--- src/rtl/idiv_pkg.sv ---
// Shared types and constants for the iterative integer divider.
// Holds the div/rem op codes, the FSM state encoding and the special-case quotient patterns.
package idiv_pkg;

    // Div/rem op codes, compared against {4'b1000, op_prev[7:0]}
    localparam logic [11:0] op_div64  = 12'h8C0;
    localparam logic [11:0] op_idiv64 = 12'h8C1;
    localparam logic [11:0] op_div32  = 12'h8C2;
    localparam logic [11:0] op_idiv32 = 12'h8C3;
    localparam logic [11:0] op_rem64  = 12'h8C4;
    localparam logic [11:0] op_irem64 = 12'h8C5;
    localparam logic [11:0] op_rem32  = 12'h8C6;
    localparam logic [11:0] op_irem32 = 12'h8C7;

    typedef enum logic [2:0] {
        ST_IDLE,
        ST_PREP,
        ST_ITER,
        ST_FIX,
        ST_DONE
    } state_t;

    localparam logic [63:0] QUO_ONES64 = 64'hFFFF_FFFF_FFFF_FFFF;
    localparam logic [63:0] QUO_ONES32 = 64'h0000_0000_FFFF_FFFF;
    localparam logic [63:0] QUO_MIN64  = 64'h8000_0000_0000_0000;
    localparam logic [63:0] QUO_MIN32  = 64'h0000_0000_8000_0000;

    function automatic logic [63:0] width_mask(input logic is_32, input logic [63:0] v);
        return is_32 ? {32'b0, v[31:0]} : v;
    endfunction

endpackage

--- src/rtl/idiv_step.sv ---
// One radix-2 restoring division step: shift in the next dividend bit,
// trial-subtract the divisor and keep the difference when it does not borrow.
module idiv_step (
    input  logic [64:0] rem,
    input  logic [63:0] dvs,
    input  logic        nb,
    output logic [64:0] rem_next,
    output logic        q
);

    logic [64:0] shifted;
    logic [65:0] diff;
    logic        unused_msb;

    // The partial remainder is always below the divisor, so its MSB is never set
    assign unused_msb = rem[64];
    assign shifted    = {rem[63:0], nb};
    assign diff       = {1'b0, shifted} - {2'b00, dvs};
    assign q          = ~diff[65];
    assign rem_next   = q ? diff[64:0] : shifted;

endmodule

--- src/rtl/idiv.sv ---
// Iterative radix-2 restoring divider for 32/64-bit signed/unsigned div and rem.
// One op in flight; busy stalls issue, alt warns one cycle before done.
module idiv
    import idiv_pkg::*;
(
    input  logic        clk,
    input  logic        rst,
    input  logic        clkEn,
    input  logic [12:0] op_prev,
    input  logic        en,
    input  logic [64:0] R,
    input  logic [64:0] C,
    output logic        busy,
    output logic        alt,
    output logic        done,
    output logic [64:0] Res,
    output logic [5:0]  flg
);

    state_t      state_reg, state_next;
    logic [6:0]  cnt_reg;
    logic [63:0] a_reg, b_reg;
    logic        sgn_reg, w32_reg, rem_sel_reg;
    logic [63:0] dvd_reg, dvs_reg, quo_reg;
    logic [64:0] prem_reg;
    logic        neg_q_reg, neg_r_reg, spec_c_reg, spec_o_reg;
    logic [63:0] res_reg;
    logic [5:0]  flg_reg;

    logic [11:0] op_code;
    logic        op_valid, op_sgn, op_w32, op_rem;
    logic        accept;
    logic        unused_bits;

    assign unused_bits = ^{R[64], C[64], op_prev[12:8]};
    assign op_code     = {4'b1000, op_prev[7:0]};

    always_comb begin
        op_valid = 1'b1;
        op_sgn   = 1'b0;
        op_w32   = 1'b0;
        op_rem   = 1'b0;
        case (op_code)
            op_div64:  ;
            op_idiv64: op_sgn = 1'b1;
            op_div32:  op_w32 = 1'b1;
            op_idiv32: begin op_sgn = 1'b1; op_w32 = 1'b1; end
            op_rem64:  op_rem = 1'b1;
            op_irem64: begin op_sgn = 1'b1; op_rem = 1'b1; end
            op_rem32:  begin op_w32 = 1'b1; op_rem = 1'b1; end
            op_irem32: begin op_sgn = 1'b1; op_w32 = 1'b1; op_rem = 1'b1; end
            default:   op_valid = 1'b0;
        endcase
    end

    assign accept = clkEn & en & op_valid & ((state_reg == ST_IDLE) | (state_reg == ST_DONE));

    // Operand preparation and special-case detection, evaluated during PREP
    logic [63:0] a_ext, b_ext, a_abs, b_abs;
    logic        a_neg, b_neg, div_zero, ovf;

    always_comb begin
        a_ext = w32_reg ? (sgn_reg ? {{32{a_reg[31]}}, a_reg[31:0]} : {32'b0, a_reg[31:0]}) : a_reg;
        b_ext = w32_reg ? (sgn_reg ? {{32{b_reg[31]}}, b_reg[31:0]} : {32'b0, b_reg[31:0]}) : b_reg;
        a_neg = sgn_reg & a_ext[63];
        b_neg = sgn_reg & b_ext[63];
        a_abs = a_neg ? (64'd0 - a_ext) : a_ext;
        b_abs = b_neg ? (64'd0 - b_ext) : b_ext;
        div_zero = (b_ext == 64'd0);
        ovf = sgn_reg & (w32_reg ? ((a_reg[31:0] == 32'h8000_0000) && (b_reg[31:0] == 32'hFFFF_FFFF))
                                 : ((a_reg == QUO_MIN64) && (b_reg == QUO_ONES64)));
    end

    logic [64:0] step_rem;
    logic        step_q;

    idiv_step u_step (
        .rem      (prem_reg),
        .dvs      (dvs_reg),
        .nb       (dvd_reg[63]),
        .rem_next (step_rem),
        .q        (step_q)
    );

    logic [63:0] q_fix, r_fix, res_fix;
    logic [5:0]  flg_fix;

    always_comb begin
        q_fix   = neg_q_reg ? (64'd0 - quo_reg) : quo_reg;
        r_fix   = neg_r_reg ? (64'd0 - prem_reg[63:0]) : prem_reg[63:0];
        res_fix = width_mask(w32_reg, rem_sel_reg ? r_fix : q_fix);
        flg_fix = {spec_c_reg, spec_o_reg, 1'b0,
                   (w32_reg ? res_fix[31] : res_fix[63]),
                   (res_fix == 64'd0),
                   ~^res_fix[7:0]};
    end

    always_ff @(posedge clk) begin
        if (rst) begin
            state_reg <= ST_IDLE;
        end else if (clkEn) begin
            state_reg <= state_next;
        end
    end

    always_comb begin
        state_next = state_reg;
        busy       = 1'b0;
        alt        = 1'b0;
        done       = 1'b0;
        case (state_reg)
            ST_IDLE: if (accept) state_next = ST_PREP;
            ST_PREP: begin
                busy       = 1'b1;
                state_next = (div_zero | ovf) ? ST_FIX : ST_ITER;
            end
            ST_ITER: begin
                busy = 1'b1;
                if (cnt_reg == 7'd0) state_next = ST_FIX;
            end
            ST_FIX: begin
                busy       = 1'b1;
                alt        = 1'b1;
                state_next = ST_DONE;
            end
            ST_DONE: begin
                done       = 1'b1;
                state_next = accept ? ST_PREP : ST_IDLE;
            end
            default: state_next = ST_IDLE;
        endcase
    end

    always_ff @(posedge clk) begin
        if (rst) begin
            cnt_reg     <= 7'd0;
            a_reg       <= 64'd0;
            b_reg       <= 64'd0;
            sgn_reg     <= 1'b0;
            w32_reg     <= 1'b0;
            rem_sel_reg <= 1'b0;
            dvd_reg     <= 64'd0;
            dvs_reg     <= 64'd0;
            quo_reg     <= 64'd0;
            prem_reg    <= 65'd0;
            neg_q_reg   <= 1'b0;
            neg_r_reg   <= 1'b0;
            spec_c_reg  <= 1'b0;
            spec_o_reg  <= 1'b0;
            res_reg     <= 64'd0;
            flg_reg     <= 6'd0;
        end else if (clkEn) begin
            if (accept) begin
                a_reg       <= R[63:0];
                b_reg       <= C[63:0];
                sgn_reg     <= op_sgn;
                w32_reg     <= op_w32;
                rem_sel_reg <= op_rem;
            end
            case (state_reg)
                ST_PREP: begin
                    dvs_reg <= b_abs;
                    // 32-bit dividends are left-aligned so the MSB-first shift works for both widths
                    dvd_reg <= w32_reg ? {a_abs[31:0], 32'b0} : a_abs;
                    cnt_reg <= w32_reg ? 7'd31 : 7'd63;
                    if (div_zero) begin
                        quo_reg    <= w32_reg ? QUO_ONES32 : QUO_ONES64;
                        prem_reg   <= {1'b0, width_mask(w32_reg, a_ext)};
                        neg_q_reg  <= 1'b0;
                        neg_r_reg  <= 1'b0;
                        spec_c_reg <= 1'b1;
                        spec_o_reg <= 1'b1;
                    end else if (ovf) begin
                        quo_reg    <= w32_reg ? QUO_MIN32 : QUO_MIN64;
                        prem_reg   <= 65'd0;
                        neg_q_reg  <= 1'b0;
                        neg_r_reg  <= 1'b0;
                        spec_c_reg <= 1'b0;
                        spec_o_reg <= 1'b1;
                    end else begin
                        quo_reg    <= 64'd0;
                        prem_reg   <= 65'd0;
                        neg_q_reg  <= a_neg ^ b_neg;
                        neg_r_reg  <= a_neg;
                        spec_c_reg <= 1'b0;
                        spec_o_reg <= 1'b0;
                    end
                end
                ST_ITER: begin
                    prem_reg <= step_rem;
                    quo_reg  <= {quo_reg[62:0], step_q};
                    dvd_reg  <= {dvd_reg[62:0], 1'b0};
                    cnt_reg  <= cnt_reg - 7'd1;
                end
                ST_FIX: begin
                    res_reg <= res_fix;
                    flg_reg <= flg_fix;
                end
                default: ;
            endcase
        end
    end

    assign Res = {1'b0, res_reg};
    assign flg = flg_reg;

endmodule
--- config.mk ---
export PLATFORM = sky130hd
export DESIGN_NAME = idiv
export DESIGN_NICKNAME = d
export VERILOG_FILES = /design/src/rtl/idiv_pkg.sv /design/src/rtl/idiv_step.sv /design/src/rtl/idiv.sv
export SDC_FILE = /design/constraint.sdc
export NUM_CORES = 2
export LEC_CHECK = 0
export CAP_MARGIN = 15
export CORE_ASPECT_RATIO = 1.25
export CORE_MARGIN = 5
export CORE_UTILIZATION = 50
export DETAILED_ROUTE_END_ITERATION = 16
export DONT_BUFFER_PORTS = 1
export PLACE_DENSITY_LB_ADDON = 0.2
export SYNTH_ARGS = -nofsm -noshare
export SYNTH_HDL_FRONTEND = slang
export SYNTH_HIERARCHICAL = 1
export SYNTH_SLANG_ARGS = --single-unit
--- constraint.sdc ---
create_clock -name clk -period 10.3 [get_ports clk]
set_input_delay 1.03 -clock clk [delete_from_list [all_inputs] [get_ports clk]]
set_output_delay 1.03 -clock clk [all_outputs]
set_load 0.01 [all_outputs]
**Word level (Yosys, flattened, before mapping)**

Index checks and enable logic that the tools add are counted.

- Flip-flop bits (word level): 470
- Input bits: 147
- Output and inout bits: 74
- Word-level logic and storage cells: 113

- Add/subtract/negate cells: 6
- Equality and inequality tests: 18
- Multiplexer cells: 44
- Bitwise logic cells: 10
- Reductions and logical operators: 18

Operators with widths:

| kind | count |
|---|---|
| 64-bit 2-to-1 mux | 18 |
| 64-bit one-hot mux with 2 select lines | 3 |
| 1-bit by 64-bit subtractor with 64-bit output, first input constant | 4 |
| 64-bit equality test, second input constant | 2 |
| 64-bit logical NOT | 2 |
| 65-bit by 64-bit subtractor with 66-bit output | 1 |
| 32-bit equality test, second input constant | 2 |
| 8-bit equality test, second input constant | 8 |
| 1-bit 2-to-1 mux | 18 |
| 3-bit one-hot mux with 5 select lines | 1 |
| 7-bit one-hot mux with 2 select lines | 1 |
| 4-bit OR reduction | 3 |
| 2-bit AND reduction | 4 |
| 8-bit OR reduction | 1 |
| 8-bit XNOR reduction | 1 |
| 7-bit logical NOT | 1 |
| 7-bit by 1-bit subtractor with 7-bit output, second input constant | 1 |
| 1-bit AND | 6 |
| 3-bit by 2-bit equality test with 1-bit output, second input constant | 2 |
| 3-bit 2-to-1 mux | 2 |
| 6-bit 2-to-1 mux | 1 |
| 2-bit inequality test, second input constant | 2 |
| 3-bit by 1-bit equality test with 1-bit output, second input constant | 1 |
| 3-bit equality test, second input constant | 1 |
| 8 further kinds | 10 |

**Longest topological paths before layout**

- Depth in word-level cells: 7
- Depth in mapped cells: 16
- Depth with buffers taken out: 15

**Modules after synthesis**

Netlist, hierarchy kept.

By module, submodules not included:

| module | times used | cells an instance | area an instance (um2) |
|---|---|---|---|
| idiv | 1 | 3408 | 25623.3 |
| idiv_step | 1 | 792 | 5590.4 |

**Least setup slack after synthesis**

Ideal clock, no wire load.

- Path kind: reg2reg
- Start point: reg prem_reg[28]
- End point: reg flg_reg[1] (netlist: flg[1])
- Library setup time: 0.059 ns
- Arrival: 3.836 ns
- Path slack: 6.405 ns
- Stages on the path, launching flop included: 11
- Path buffers: 0
- Clock period less this slack: 3.895 ns
- Cell sequence: dfxtp_1 -> or4_4 -> or4_4 -> or4_4 -> mux2i_1 -> or4_1 -> or4_1 -> nor4_1 -> nand4_1 -> or4_1 -> nand2_1

- Longest elaborated chain between the ends: 5

Ends and longest elaborated chain:

| item | line | RTL |
|---|---|---|
| from (decl) | idiv.sv:25 | `logic [64:0] prem_reg;` |
| from (signal assigned) | idiv.sv:168 | `prem_reg <= {1'b0, width_mask(w32_reg, a_ext)};` |
| from (signal assigned) | idiv.sv:190 | `prem_reg <= step_rem;` |
| 1-bit by 64-bit subtractor with 64-bit output | idiv.sv:90 | `r_fix = neg_r_reg ? (64'd0 - prem_reg[63:0]) : prem_reg[63:0];` |
| 64-bit 2-to-1 mux (*) | idiv.sv:90 |  |
| 64-bit 2-to-1 mux (*) | idiv.sv:91 | `res_fix = width_mask(w32_reg, rem_sel_reg ? r_fix : q_fix);` |
| 64-bit 2-to-1 mux (*) | idiv_pkg.sv:29 | `return is_32 ? {32'b0, v[31:0]} : v;` |
| 64-bit logical NOT (*) | idiv.sv:94 | `(res_fix == 64'd0),` |
| to (signal assigned) | idiv.sv:197 | `flg_reg <= flg_fix;` |
| to (decl) | idiv.sv:28 | `logic [5:0] flg_reg;` |

Mark *: on every way between the ends. The rest lies on a longest branch, timed or not.
A chain may end at the register's enable or synchronous reset.

**Worst setup path after layout**

- Start point: reg prem_reg[4]
- End point: reg flg_reg[1] (netlist: flg[1])

Same word-level chain as after synthesis.

==> results.json <==
{
  "grt_max_degree": 470,
  "dieWidth_um": 233,
  "final.period_utilization": 0.490,
  "p_sw_frac": 0.389,
  "rsz0062_at_grt": "false",
  "syn_area_sq_mm": 0.0311,
  "intPower_w": 0.00420,
  "crit_type": "flip-flop to flip-flop",
  "reg2reg_depth": 10,
  "cts.hold.buffers_added": 0,
  "ir_drop_mv": 0.249,
  "pwr-share-clk": 0.274,
  "vias_per_cell": 6.31,
  "violations": "slew limit",
  "syn_avg_cell_area_sq_um": 7.43,
  "critPathRequiredTime_ps": 10860,
  "cts_setup_buffers": 0,
  "layout-drive-gt1-share": 0.0668,
  "core_area_sq_mm": 0.0619,
  "seq_power_share": 0.297,
  "cts_tree": "built",
  "die_area_sq_mm": 0.0674,
  "clock_tree.root_cell": "clkbuf_16",
  "die_h_um": 289,
  "ys_warn_count": 6,
  "nets": 4161,
  "combPwrFrac": 0.429,
  "p_leak_nw": 12.1,
  "finalSetupViolCount": 0,
  "cts_made_buffers": 50,
  "syn_inst": 4187,
  "hold_path_startpoint": "dvd_reg[61]",
  "drc": 0,
  "clock_latency_ps": 630,
  "antennaDiodeCount": 0,
  "arrival_ps": 5600,
  "path_max_fanout": 12,
  "clk_pin_slew_ps": 60,
  "end_kind": "flip-flop",
  "cts_buffer_depth": 3,
  "hold_class": "flip-flop to flip-flop",
  "rows": 102,
  "wire_per_inst_um": 22.5,
  "grt_pass1_vias": 28000,
  "worstMarginPinSlew_ps": 1720,
  "fin_setup_tns_ps": 0,
  "skew_ps": 24.3,
  "totalWireLength_um": 108000,
  "h-tree-depth": 2,
  "clock-sinks": 470,
  "relSlewSlack": -0.147,
  "pin_count": 221,
  "r2r-start": "prem_reg[4]",
  "min_period_ps": 5040,
  "whs_endpoint": "dvd_reg[61]",
  "cts_resized": 0,
  "fillers": 6207,
  "pwr_density_cell_mw_per_mm2": 210,
  "drt-initial-drc-count": 2908,
  "grt_pass1_wl_um": 165000,
  "areaGrowthSynthToFinish_pct": 5.16,
  "grt.overflow.total": 0,
  "vias": 30300,
  "dpl.hpwl_um": 77900,
  "ant_nets": 0,
  "drv_slew": 245,
  "rr_endpoint": "flg[1]",
  "start_util": 0.503,
  "p_total_w": 0.00687,
  "track_usage": 0.306,
  "cap_violations": 0,
  "power_switching_w": 0.00267,
  "rrSetupSlack_ps": 5260,
  "fmax_ghz": 0.198,
  "hold_depth": 2,
  "drtPass1Iterations": 6,
  "hold_viol_final": 0,
  "antenna_found_initial": 2,
  "gp_congestion": 0.969,
  "io_buffer_count": 0,
  "status": "complete, but fails checks",
  "startpoint_type": "flip-flop"
}
-- through the flow --
| step | cells | worst slack (ps) | cell area [sq um] | hold WS, ps | util |
|---|---|---|---|---|---|
| 2_1_floorplan | 4188 | 6400 | 31100 | 416 | - |
| 3_3_place_gp | 4718 | 5240 | 31000 | 433 | 0.501 |
| 3_5_place_dp | 4718 | 5210 | 31000 | 438 | 0.501 |
| 4_1_cts | 4812 | 5180 | 32700 | 446 | 0.529 |
| 5_1_grt | 4812 | 5070 | 32700 | 463 | 0.529 |
| 6_report | 4812 | 5260 | 32700 | 443 | 0.529 |
-- cells in the final DEF, fill, tap and decap left out, drive strengths merged, types with 17 or more instances in the layout --
cell type  count
nor4          77
a211oi       115
o211ai        20
o31ai         49
a31oi         35
and2          18
o22ai         21
nand4         61
mux2          60
o41ai         41
nor2         470
nor3         247
buf           42
or4           41
xnor2        138
o21ai        164
nor2b         20
a21o          40
dfxtp        470
or3           58
o21a          17
and3          24
nand2b        17
xor2         130
nand3         58
a21oi        403
a221oi        83
clkbuf        63
clkinv        18
ha            75
mux2i         31
nand2        559
inv          122
-- metal layers --
metal	global-route usage	routed length, um	vias to the layer above
li1	-	-	14600
met1	0.402	45300	14300
met2	0.514	51100	1218
met3	0.0440	7730	206
met4	0.109	4210	0
met5	0	0	-
-- worst max-delay path, cell delays in order, from the launching register on --
cell and delay [ps]:
dfxtp_1 390, nor3_1 660, nand3_1 530, or4_4 800
mux2i_1 160, or4_1 520, or4_1 550, nor4_1 630
nand4_1 150, or4_1 520, nand2_1 70
-- cell type report --
class	count	area [sq um]	area share
Clock buffer	63	1370	0.0419
Clock inverter	31	344	0.0105
Inverter	119	454	0.0139
Multi-Input combinational cell	3255	19800	0.604
Sequential cell	470	9410	0.288
Tap cell	832	1040	0.0318
Timing Repair Buffer	42	340	0.0104
-- worst max-delay path by stage --
stage,endpoint,from,depth (start not counted),slack (ps)
floorplan,flg[1],prem_reg[28],10,6400
global placement,flg[1],prem_reg[4],10,5240
detailed placement,flg[1],prem_reg[4],10,5210
CTS,flg[1],prem_reg[4],10,5180
global route,flg[1],prem_reg[4],10,5070
finish,flg[1],prem_reg[4],10,5260
-- power groups by stage --
stage                     sequential (W)  combinational (W)  clock, W
final                            0.00204            0.00295   0.00188
after global routing             0.00205            0.00313   0.00199
after CTS                        0.00204            0.00289   0.00191
after detailed placement         0.00208            0.00287         0
after global placement           0.00207            0.00286         0
after floorplan                  0.00202            0.00238         0
Note: power is estimated with default switching activity, not from simulation.
